$ cat config.mk
export PLATFORM = sky130hd
export DESIGN_NAME = var_delay_line
export DESIGN_NICKNAME = d
export VERILOG_FILES = /design/src/rtl/var_delay_line.sv
export SDC_FILE = /design/constraint.sdc
export NUM_CORES = 1
export LEC_CHECK = 0
export BUFFER_PORTS_ARGS = -buffer_cell sky130_fd_sc_hd__clkbuf_2
export CORE_MARGIN = 4
export CORE_UTILIZATION = 65
export DETAILED_ROUTE_END_ITERATION = 10
export PLACE_DENSITY = 0.83
export SLEW_MARGIN = 5
export SYNTH_ARGS = -nofsm -noshare
export SYNTH_HDL_FRONTEND = slang
export SYNTH_SLANG_ARGS = --single-unit
$ cat constraint.sdc
create_clock -name CLK -period 7.1 [get_ports CLK]
set_input_delay 0.71 -clock CLK [delete_from_list [all_inputs] [get_ports CLK]]
set_output_delay 0.71 -clock CLK [all_outputs]
set_load 0.05 [all_outputs]
$ cat src/rtl/var_delay_line.sv
// ----------------------------------------------------------------------------
// var_delay_line
//
// Runtime-selectable delay line for aligning data streams that pass through
// pipelines of differing latency (pixel data vs. sync, video vs. audio, ...).
// Up to MAXDELAY storage stages, each carrying WDATA data bits plus a valid
// bit. The line advances only when CE is high. The output tap is selected by
// a registered copy of SEL, clamped to [1, MAXDELAY], and is a pure
// combinational mux off the stage registers (no extra output register).
//
// Ports:
//   CLK        in   1      clock, all state updates on the rising edge
//   RST        in   1      synchronous active-high reset (priority over CE)
//   CE         in   1      advance enable; stages shift only when high
//   IN         in   WDATA  input data
//   VALID_IN   in   1      qualifies IN
//   SEL        in   WSEL   requested delay in CE cycles (registered first)
//   OUT        out  WDATA  delayed data, stage[D-1]
//   VALID_OUT  out  1      valid bit travelling with OUT
//   PRIMED     out  1      high once at least D CE-advances since reset
//   D_EFF      out  WSEL   effective (clamped) delay currently applied
// ----------------------------------------------------------------------------
module var_delay_line #(
    parameter int WDATA    = 8,
    parameter int MAXDELAY = 16,
    parameter int WSEL     = $clog2(MAXDELAY + 1)
) (
    input  logic             CLK,
    input  logic             RST,
    input  logic             CE,
    input  logic [WDATA-1:0] IN,
    input  logic             VALID_IN,
    input  logic [WSEL-1:0]  SEL,
    output logic [WDATA-1:0] OUT,
    output logic             VALID_OUT,
    output logic             PRIMED,
    output logic [WSEL-1:0]  D_EFF
);

    localparam logic [WSEL-1:0] MAX_TAP = WSEL'(MAXDELAY);
    localparam logic [WSEL-1:0] ONE     = WSEL'(1);

    // Tap selection: 0 means "as short as possible", oversize means "as long
    // as the line allows".
    function automatic logic [WSEL-1:0] clamp_delay(input logic [WSEL-1:0] s);
        if (s == '0) begin
            return ONE;
        end
        if (s > MAX_TAP) begin
            return MAX_TAP;
        end
        return s;
    endfunction

    logic [WDATA-1:0] stage_data [MAXDELAY];
    logic [MAXDELAY-1:0] stage_vld;
    logic [WSEL-1:0]  sel_q;
    logic [WSEL-1:0]  cnt;
    logic [WSEL-1:0]  d_eff;
    logic [WSEL-1:0]  tap_idx;

    // ---- storage stages, fill counter and SEL register ----
    // Data stages are cleared on reset too, so a delay increase right after
    // reset replays zeros rather than stale words.
    always_ff @(posedge CLK) begin
        if (RST) begin
            for (int i = 0; i < MAXDELAY; i++) begin
                stage_data[i] <= '0;
            end
            stage_vld <= '0;
            cnt       <= '0;
            sel_q     <= '0;
        end else begin
            // SEL is sampled every cycle, independent of CE.
            sel_q <= SEL;
            if (CE) begin
                stage_data[0] <= IN;
                stage_vld[0]  <= VALID_IN;
                for (int i = 1; i < MAXDELAY; i++) begin
                    stage_data[i] <= stage_data[i-1];
                    stage_vld[i]  <= stage_vld[i-1];
                end
                if (cnt != MAX_TAP) begin
                    cnt <= cnt + ONE;
                end
            end
        end
    end

    // ---- combinational output tap ----
    // The tap moves immediately with sel_q; stage contents are never touched,
    // so a delay change replays or skips samples and downstream must rely on
    // VALID_OUT / PRIMED.
    always_comb begin
        d_eff     = clamp_delay(sel_q);
        tap_idx   = d_eff - ONE;
        OUT       = '0;
        VALID_OUT = 1'b0;
        for (int i = 0; i < MAXDELAY; i++) begin
            if (tap_idx == WSEL'(i)) begin
                OUT       = stage_data[i];
                VALID_OUT = stage_vld[i];
            end
        end
    end

    assign PRIMED = (cnt >= d_eff);
    assign D_EFF  = d_eff;

endmodule

==> metrics.txt, run 1 <==
Max Clock Skew 3.870 ps; die width 114.2 um; max-cap violations 0; Port Buf Inserts 31; synth unique cells 67; Placed Instances 745; number of enable flip-flop cells after synthesis 128; Setup crit end kind output port; critical path type reg -> out; drt total wl 14890 um; syn_nets 633; Async SR Flop Fraction 0; Iter 0 DRT Violations 629; Max FO, Critical Path 33; Slew Viols, Final 0; unrepaired setup endpoints after global routing false; hold buffers post-CTS 0; share of the synthesized area in the top cell type 0.5248; simple-gate area share of the yosys netlist 0.1961; Worst path slowest cell dfxtp_1; row count 38; commonest non-fill, non-tap cell in the layout edfxtp_1; final hold slack 495.2 ps; Setup Buffers After CTS 0; Vias/cell 6.332; first-pass GRT wire length 24380 um; crit path to OUT[6]; Setup violations, final 0; number of global-route vias before repair 4687; Hold Vio Cnt, Final 0; Synth Flop Type edfxtp_1; status finished, final reports clean; largest net degree at the start of global routing 96; CTS H-Tree Depth 4; share of layout cells above drive strength 1 0.1350; Synth Cell Area 0.007325 mm2; Power per Cell Area 271.4 mW/mm2; XOR/XNOR Fraction of Synth Area 0.004783; area delta synth->final 11.26%; synthesized flop and latch total 154; stages on the worst setup path 5; cell breakdown of the critical path inv_2 > nor3_1 > a221oi_1 > o311ai_1 > clkbuf_2; Peak VDD IR 0.2218 mV; die area 0.01303 mm2; multiplexer area fraction after synthesis 0.04390; DR DRC count 0; I/O Pins 32; Relative slew margins 0.1736; Bufs and invs on worst path 2; Crit. Startpoint sel_q[2]$_SDFF_PP0_; CP delay by family, top flip-flops; die height 114.2 um; Seq/Total Area, Yosys 0.5958; Max stage delay on crit path 1140 ps; Worst Max-Slew Pin Slew 1238 ps; total CTS buffers 17; reg2reg start cnt[0]$_SDFFE_PP0P_; GRT Overall Usage 0.2421; r2r setup slk 5640 ps; hold crit path type in -> reg; fillers 713; period utilization 0.5606; Clock Path Buffers 2; Worst-path clk slew 60 ps; Leak 3.176 nW; CTS tree built; complex-gate fraction of the synthesized area 0.1133; area leader, netlist edfxtp_1; Routability Congestion 0.8255; post-cts resize count 0; startpoint types flip-flop; setup TNS 0 ps; Pre-antenna DRT Iters 7; vias 4920; YS warnings 0; Detail Placement HPWL 8976 um; CTS sink cnt 154; worst reg2reg path depth 6; largest family of logic cells by synthesized area simple AND/OR/NAND/NOR gates; Syn Area/Cell 12.03 um2; initial antenna violation count 0; non-filler cells in the finished layout 777; Synth Instances 609; Overflow after GRT 0; Ant. Diodes 0; Routed Antenna Nets 0; critical path arrival 3270 ps; initial core utilization 0.6698; top cells by area, synth edfxtp_1 52%, dfxtp_1 7.1%, and2_1 6.9%, nor2b_1 5.0%, mux2i_1 3.0%; most frequent cells in the layout 128 x edfxtp_1, 81 x and2_1, 57 x nor2b_1, 44 x nor2_1, 31 x clkbuf_2; reg2reg end cnt[1]$_SDFFE_PP0P_; Peak Freq 251.3 MHz; core area 0.01094 mm2; Routed WL per cell 19.16 um; Worst-Skew Late Latency 420 ps; critical path data required time 6390 ps; Post-Synth Adder-Cell Area 0.01196; post-layout min period 3980 ps; CTS root buf clkbuf_16; Layout Nets 648
==> layout make-up <==
class                   instances  area, um2  area share
flip-flops and latches        154       4365      0.5357
multi-input cells             400       2720      0.3338
clock buffers                  30      599.3     0.07355
repair buffers                 37      200.2     0.02457
well taps                     140      175.2     0.02150
inverters                      14      52.55    0.006449
clock inverters                 2      36.28    0.004453
==> per-stage QoR <==
stage                     setup slack (ps)    util  instance area [um2]  power (mW)
after detailed placement              3565  0.6871                 7513       1.287
final                                 3120  0.7452                 8149       2.212
after global routing                  2878  0.7452                 8149       2.295
after floorplan                       3009       -                 7325       1.234
after global placement                3659  0.6871                 7513       1.279
after CTS                             3103  0.7452                 8149       2.222
==> power breakdown <==
part	total [mW]	switching (mW)	internal (mW)
registers	1.07	0.0335	1.04
clock network	0.938	0.333	0.605
logic	0.200	0.132	0.0686
total	2.21	0.499	1.71
==> cell usage after synthesis, types with 3 or more instances <==
cell type  count
a32oi_1        4
o211ai_1       6
buf_2          8
nor2_1        44
nand4_1        3
a31oi_1        3
nor2b_1       58
o31ai_1        3
clkbuf_1      23
buf_4          5
and2_1        81
nor4_1         5
o221ai_1       7
a211o_1        4
a21oi_1       20
ha_1           7
nor3_1         9
o21ai_1        3
nand3b_1       3
inv_1         10
a222oi_1       9
nand2_1       21
a21o_1        11
nand3_1        7
o21ai_0        5
inv_2          4
mux2_2         5
a221o_1        9
dfxtp_1       26
buf_1          3
mux2i_1       22
xor2_1         3
a211oi_1       5
edfxtp_1     128
==> worst min-delay path by stage <==
stage | from | to | cells past startpoint | slack, ps
final | SEL[0] | sel_q[0]$_SDFF_PP0_ | 2 | 500
after global routing | SEL[0] | sel_q[0]$_SDFF_PP0_ | 2 | 500
after CTS | SEL[1] | sel_q[1]$_SDFF_PP0_ | 2 | 480
after detailed placement | stage_vld[15]$_SDFFE_PP0P_ | stage_vld[15]$_SDFFE_PP0P_ | 2 | 510
after global placement | stage_vld[15]$_SDFFE_PP0P_ | stage_vld[15]$_SDFFE_PP0P_ | 2 | 480
after floorplan | stage_vld[15]$_SDFFE_PP0P_ | stage_vld[15]$_SDFFE_PP0P_ | 2 | 460
==> cell families after synthesis <==
group / Yosys count
buffers and inverters: 55
adder cells (fa/ha/maj): 7
XOR/XNOR: 4
AO/OA/AOI/OAI: 109
multiplexers: 30
AND/OR/NAND/NOR: 250
flip-flops: 154
==> metal layers <==
layer | GRT usage | share of wire
met5 | 0 | 0
met4 | 0.08393 | 0.020
met3 | 0.07822 | 0.078
met2 | 0.3735 | 0.48
met1 | 0.3263 | 0.42
==> sequential cells by signal, summed over array words and instances, names as in the netlist <==
signal / count
stage_vld: 16
cnt: 5
sel_q: 5
stage_data: 128
Power figures use the tool's default switching activity.
==> inputs of run 2 (changes only) <==
--- a/config.mk
+++ b/config.mk
@@ -5,11 +5,12 @@
 export SDC_FILE = /design/constraint.sdc
 export NUM_CORES = 1
 export LEC_CHECK = 0
+export ABC_AREA = 1
 export BUFFER_PORTS_ARGS = -buffer_cell sky130_fd_sc_hd__clkbuf_2
 export CORE_MARGIN = 4
-export CORE_UTILIZATION = 65
+export CORE_UTILIZATION = 55
 export DETAILED_ROUTE_END_ITERATION = 10
-export PLACE_DENSITY = 0.83
+export PLACE_DENSITY = 0.75
 export SLEW_MARGIN = 5
 export SYNTH_ARGS = -nofsm -noshare
 export SYNTH_HDL_FRONTEND = slang
==> constraint.sdc (replaced) <==
create_clock -name CLK -period 3.24 [get_ports CLK]
set_input_delay 0.324 -clock CLK [delete_from_list [all_inputs] [get_ports CLK]]
set_output_delay 0.324 -clock CLK [all_outputs]
set_load 0.05 [all_outputs]
==> run 2 against run 1 <==
Net effect:
- register-to-register slack lost 4000 ps
- critical path type unchanged
- cell area shrank 1.6%
- hold slack lost 400 ps
==> metrics.txt, run 2 <==
Routed Antenna Nets 0 (unchanged); critical path type reg -> out (unchanged); die area 0.01466 mm2 (was 0.01303 mm2); initial antenna violation count 0 (unchanged); setup TNS 0 ps (unchanged); count leader, synth nor2_1 (was edfxtp_1); area leader, netlist edfxtp_1 (unchanged); hold crit path type in -> reg (unchanged); CTS H-Tree Depth 4 (unchanged); Syn Area/Cell 8.893 um2 (was 12.03 um2); largest net degree at the start of global routing 88 (was 96); drt total wl 14290 um (was 14890 um); critical path data required time 2920 ps (was 6390 ps); Routed WL per cell 14.06 um (was 19.16 um); Hold Vio Cnt, Final 0 (unchanged); die height 121.1 um (was 114.2 um); Slew Viols, Final 0 (unchanged); Pre-antenna DRT Iters 6 (was 7); commonest non-fill, non-tap cell in the layout nor2_1 (was edfxtp_1); Synth top cells by count 222 x nor2_1, 166 x inv_1, 128 x edfxtp_1 (was 128 x edfxtp_1, 81 x and2_1, 58 x nor2b_1); Worst-path clk slew 60 ps (about the same); synthesized flop and latch total 154 (unchanged); vias 5193 (was 4920); Setup violations, final 0 (unchanged); design area 0.008021 mm2 (was 0.008149 mm2); DR DRC count 0 (unchanged); YS warnings 0 (unchanged); Iter 0 DRT Violations 511 (was 629); critical path arrival 2760 ps (was 3270 ps); Synth Instances 791 (was 609); Routability Congestion 0.8743 (was 0.8255); Placed Area 0.007413 mm2 (was 0.007513 mm2); register with the most flip-flops stage_data (unchanged); share of layout cells above drive strength 1 0.1161 (was 0.1350); Leak 3.364 nW (was 3.176 nW); period utilization 0.9514; number of enable flip-flop cells after synthesis 128 (unchanged); Max FO, Critical Path 10 (was 33); final hold slack 96.88 ps (was 495.2 ps); Peak Freq 324.4 MHz; max-cap violations 0 (unchanged); Clock Path Buffers 2 (unchanged); CTS root buf clkbuf_16 (unchanged); Worst-Skew Late Latency 420 ps (about the same); Overflow after GRT 0 (unchanged); most frequent cells in the layout 221 x nor2_1, 165 x inv_1, 128 x edfxtp_1, 107 x nand2_1, 37 x nand4_1 (was 128 x edfxtp_1, 81 x and2_1, 57 x nor2b_1, 44 x nor2_1, 31 x clkbuf_2); number of flip-flops in the largest register 128 (unchanged); number of global-route vias before repair 5001 (was 4687); top cells by area, synth edfxtp_1 55%, nor2_1 12%, inv_1 8.9%, dfxtp_1 7.4%, nand2_1 6.0% (was edfxtp_1 52%, dfxtp_1 7.1%, and2_1 6.9%, nor2b_1 5.0%, mux2i_1 3.0%); Port Buf Inserts 31 (unchanged); Setup crit end kind output port (unchanged); Peak VDD IR 0.3622 mV (was 0.2218 mV); Seq/Total Area, Yosys 0.6204 (was 0.5958); synth unique cells 22 (was 67); post-layout min period 3083 ps; Layout Nets 855 (was 648); Async SR Flop Fraction 0 (unchanged); share of the synthesized area in the top cell type 0.5464 (was 0.5248); die width 121.1 um (was 114.2 um); core area 0.01257 mm2 (was 0.01094 mm2); Detail Placement HPWL 9289 um (was 8976 um); CTS sink cnt 154 (unchanged); I/O Pins 32 (unchanged); CTS tree built (unchanged); row count 41 (was 38); Synth Flop Type edfxtp_1 (unchanged); GRT Overall Usage 0.2062 (was 0.2421); Max Clock Skew 5.862 ps (was 3.870 ps); startpoint types flip-flop (unchanged); first-pass GRT wire length 23520 um (was 24380 um); Ant. Diodes 0 (unchanged); total CTS buffers 17 (unchanged); area delta synth->final 14.03% (was 11.26%); worst reg2reg path depth 10 (was 6); Power per Cell Area 572.4 mW/mm2 (was 271.4 mW/mm2); status finished, final reports clean (unchanged); syn_nets 815 (was 633); Synth Cell Area 0.007034 mm2 (was 0.007325 mm2); Vias/cell 5.111 (was 6.332); initial core utilization 0.5597 (was 0.6698); Worst Max-Slew Pin Slew 637.1 ps (was 1238 ps); Relative slew margins 0.5752 (was 0.1736); Cells on Worst Hold Path 3 (was 2); Largest regs stage_data: 128 flops, stage_vld: 16 flops (unchanged)
## run 2: metrics by stage
step	utilization	cells	total power [mW]	worst slack (ps)
after floorplan	-	791	2.680	127.2
after global placement	0.5898	980	2.793	513.8
after detailed placement	0.5898	980	2.811	452.3
after CTS	0.6331	1012	4.607	45.70
after global routing	0.6382	1016	4.778	-33.85
final	0.6382	1016	4.592	157.5
## run 2: timing repair
action / 4_1_cts / 5_1_grt
pin swaps: 0 / 4
hold buffers: 0 / 0
endpoints found under the hold margin: 0 / 0
setup buffers: 0 / 3
resized for setup: 2 / 14
setup endpoints to repair: 4 / 9
gates cloned: 0 / 1
## run 2: power breakdown
group	switching (mW)	leakage (nW)	internal, mW	total, mW
clock	0.761	0.263	1.04	1.80
combinational	0.344	1.47	0.118	0.462
sequential	0.0540	1.63	2.27	2.33
total	1.16	3.36	3.43	4.59
## run 2: final timing paths
check                                  from                         to  slack, ps
hold / removal                       SEL[0]        sel_q[0]$_SDFF_PP0_        100
setup / recovery        sel_q[4]$_SDFF_PP0_                     OUT[1]        160
hold reg to reg   stage_vld[5]$_SDFFE_PP0P_  stage_vld[5]$_SDFFE_PP0P_        500
setup reg to reg        cnt[0]$_SDFFE_PP0P_        cnt[3]$_SDFFE_PP0P_       1670
## run 2: cell type report
class	instances	area, um2
Clock buffer	18	429.2
Clock inverter	14	107.6
Fill cell	994	4547
Inverter	179	679.4
Multi-Input combinational cell	438	1963
Sequential cell	154	4367
Tap cell	172	215.2
Timing Repair Buffer	41	260.3
## run 2: cell families after synthesis
family / after synthesis / synth area share
buf+inv: 200 / 0.1067
simple gates: 398 / 0.2328
compound gates: 32 / 0.02757
flops: 154 / 0.6204
fa+ha+maj: 7 / 0.01245
## run 2: worst max-delay path: stages (launching register included)
cell	delay, ps
dfxtp_2	360
inv_2	120
nand2_1	180
buf_4	240
nand4_1	120
inv_2	110
nand2_1	80
nand3_1	90
nor2_1	160
nand4_1	100
nor2_1	160
nand4_1	110
nor2_1	150
nand4_1	90
clkbuf_2	250
## run 2: per-layer routing
| layer | wire length [um] | vias up | share of wire | GRT usage |
|---|---|---|---|---|
| met4 | 422 | 0 | 0.030 | 0.08782 |
| met1 | 6026 | 2411 | 0.42 | 0.2617 |
| met2 | 7001 | 176 | 0.49 | 0.3376 |
| li1 | - | 2567 | - | - |
| met3 | 837 | 39 | 0.059 | 0.05128 |
| met5 | 0 | - | 0 | 0 |
==> inputs of run 3 (changes only) <==
--- a/config.mk
+++ b/config.mk
@@ -8,10 +8,12 @@
 export ABC_AREA = 1
 export BUFFER_PORTS_ARGS = -buffer_cell sky130_fd_sc_hd__clkbuf_2
 export CORE_MARGIN = 4
-export CORE_UTILIZATION = 55
+export CORE_UTILIZATION = 61
 export DETAILED_ROUTE_END_ITERATION = 10
-export PLACE_DENSITY = 0.75
+export PLACE_DENSITY = 0.79
+export SKIP_LAST_GASP = 1
 export SLEW_MARGIN = 5
 export SYNTH_ARGS = -nofsm -noshare
 export SYNTH_HDL_FRONTEND = slang
 export SYNTH_SLANG_ARGS = --single-unit
+export TNS_END_PERCENT = 10
==> constraint.sdc (replaced) <==
create_clock -name CLK -period 3.4 [get_ports CLK]
set_input_delay 0.34 -clock CLK [delete_from_list [all_inputs] [get_ports CLK]]
set_output_delay 0.34 -clock CLK [all_outputs]
set_load 0.05 [all_outputs]
==> run 3 against run 2 <==
Net effect:
- hold slack better by 16 ps
- via count is 0.25% higher
- total power is 2.1% lower
- utilization is 8.3 points higher
- largest power group unchanged
- largest cell class unchanged
- critical path type unchanged
==> metrics.txt, run 3 (synthesized netlist as in run 2, its figures left out) <==
reg2reg start cnt[1]$_SDFFE_PP0P_ (was cnt[0]$_SDFFE_PP0P_); Max FO, Critical Path 10 (unchanged); Detail Placement HPWL 9168 um (was 9289 um); Overflow after GRT 0 (unchanged); first-pass GRT wire length 24120 um (was 23520 um); die width 115.4 um (was 121.1 um); CTS tree built (unchanged); unrepaired setup endpoints after global routing true; reg2reg end cnt[4]$_SDFFE_PP0P_ (was cnt[3]$_SDFFE_PP0P_); final hold slack 113.1 ps (was 96.88 ps); Clock Path Buffers 2 (unchanged); max-cap violations 0 (unchanged); initial antenna violation count 0 (unchanged); critical path arrival 2860 ps (was 2760 ps); row count 38 (was 41); Worst-Skew Late Latency 430 ps (was 420 ps); dpl ws 550.1 ps (was 452.3 ps); drt total wl 14540 um (was 14290 um); hold buffers post-CTS 0 (unchanged); Leak 3.388 nW (was 3.364 nW); commonest non-fill, non-tap cell in the layout nor2_1 (unchanged); Worst Max-Slew Pin Slew 773.4 ps (was 637.1 ps); Setup crit end kind output port (unchanged); DR DRC count 0 (unchanged); Layout Nets 854 (was 855); critical path type reg -> out (unchanged); Peak Freq 312.9 MHz; Routed Antenna Nets 0 (unchanged); CTS sink cnt 154 (unchanged); initial core utilization 0.6350 (was 0.5597); Cells on Worst Hold Path 3 (unchanged); Worst-path clk slew 60 ps (about the same); total CTS buffers 17 (unchanged); Slew Viols, Final 0 (unchanged); core area 0.01108 mm2 (was 0.01257 mm2); Iter 0 DRT Violations 648 (was 511); GRT Overall Usage 0.2348 (was 0.2062); Ant. Diodes 0 (unchanged); CTS H-Tree Depth 4 (unchanged); period utilization 0.9401; die height 115.4 um (was 121.1 um); Power Total 4.493 mW (was 4.592 mW); register with the most flip-flops stage_data (unchanged); I/O Pins 32 (unchanged); die area 0.01331 mm2 (was 0.01466 mm2); setup TNS 0 ps (unchanged); number of flip-flops in the largest register 128 (unchanged); hold crit path type in -> reg (unchanged); startpoint types flip-flop (unchanged); r2r setup slk 1740 ps (was 1670 ps); number of global-route vias before repair 5147 (was 5001); worst reg2reg path depth 10 (unchanged); status finished, final reports clean (unchanged); Setup violations, final 0 (unchanged); Worst Hold End sel_q[0]$_SDFF_PP0_ (unchanged); largest net degree at the start of global routing 96 (was 88); Peak VDD IR 0.6728 mV (was 0.3622 mV); Routed WL per cell 14.79 um (was 14.06 um); Relative slew margins 0.4825 (was 0.5752); post-layout min period 3196 ps; Vias/cell 5.296 (was 5.111); Routability Congestion 0.8500 (was 0.8743); non-filler cells in the finished layout 983 (was 1016); Worst Setup Slack, final 203.8 ps (was 157.5 ps); critical path data required time 3060 ps (was 2920 ps); Max Clock Skew 11.40 ps (was 5.862 ps); Port Buf Inserts 31 (unchanged); most frequent cells in the layout 219 x nor2_1, 165 x inv_1, 128 x edfxtp_1, 110 x nand2_1, 37 x nand4_1 (was 221 x nor2_1, 165 x inv_1, 128 x edfxtp_1, 107 x nand2_1, 37 x nand4_1); Power per Cell Area 562.0 mW/mm2 (was 572.4 mW/mm2); area delta synth->final 13.66% (was 14.03%); Placed Instances 948 (was 980); Largest regs stage_data: 128 flops, stage_vld: 16 flops (unchanged); CTS root buf clkbuf_16 (unchanged); Worst Hold Launch SEL[0] (unchanged); vias 5206 (was 5193); share of layout cells above drive strength 1 0.1115 (was 0.1161); Hold Vio Cnt, Final 0 (unchanged); Pre-antenna DRT Iters 5 (was 6)
[run 3: final cells by class]
cell class / instances / area [um2]
clock buffers: 23 / 478.0
clock inverters: 9 / 97.59
fillers: 771 / 3083
inverters: 179 / 675.6
multi-input cells: 437 / 1949
flip-flops and latches: 154 / 4364
well taps: 140 / 175.2
repair buffers: 41 / 255.2
[run 3: worst max-delay path by stage]
stage                                           endpoint  cells past startpoint  slack (ps)           startpoint
final                                             OUT[6]                     15         200  sel_q[4]$_SDFF_PP0_
after global routing                              OUT[4]                     15         -30  sel_q[1]$_SDFF_PP0_
after CTS                                         OUT[4]                     16          40  sel_q[1]$_SDFF_PP0_
after detailed placement                          OUT[4]                     16         550  sel_q[1]$_SDFF_PP0_
after global placement                            OUT[1]                     16         700  sel_q[1]$_SDFF_PP0_
after floorplan           stage_data[0][0]$_SDFFCE_PN0P_                      4         270                  RST
[run 3: power by group]
| part | switching (mW) | internal [mW] | total [mW] |
|---|---|---|---|
| sequential | 0.0522 | 2.17 | 2.22 |
| combinational | 0.329 | 0.109 | 0.438 |
| clock | 0.706 | 1.13 | 1.84 |
[run 3: routing by layer]
layer	GRT usage	up-vias	routed length, um
met5	0	-	0
met4	0.08685	0	294
met3	0.06947	30	862
met2	0.3850	170	7172
met1	0.2972	2452	6209
li1	-	2554	-
[run 3: per-stage QoR]
stage / utilization / instance area [um2]
global route: 0.7217 / 7995
detailed placement: 0.6656 / 7373
CTS: 0.7180 / 7954
finish: 0.7217 / 7995
global placement: 0.6656 / 7373
floorplan: - / 7036
[run 3: timing repair]
action | 4_1_cts | 5_1_grt
pin swaps | 0 | 2
setup endpoints to repair | 1 | 6
resized for setup | 1 | 7
endpoints found under the hold margin | 0 | 0
buffers inserted | 0 | 3
[run 3: worst max-delay path: stages, from the launching register on]
cell and delay, ps:
dfxtp_1 410, inv_2 90, nand2_2 160, nand2_1 100, inv_2 60, nand2_2 90
nor2_1 610, nor2_1 120, nand3_1 120, nand2_1 60, nand3_1 90, nand2_1 60
nand4_1 90, nand2_1 60, nand2_1 50, clkbuf_2 260
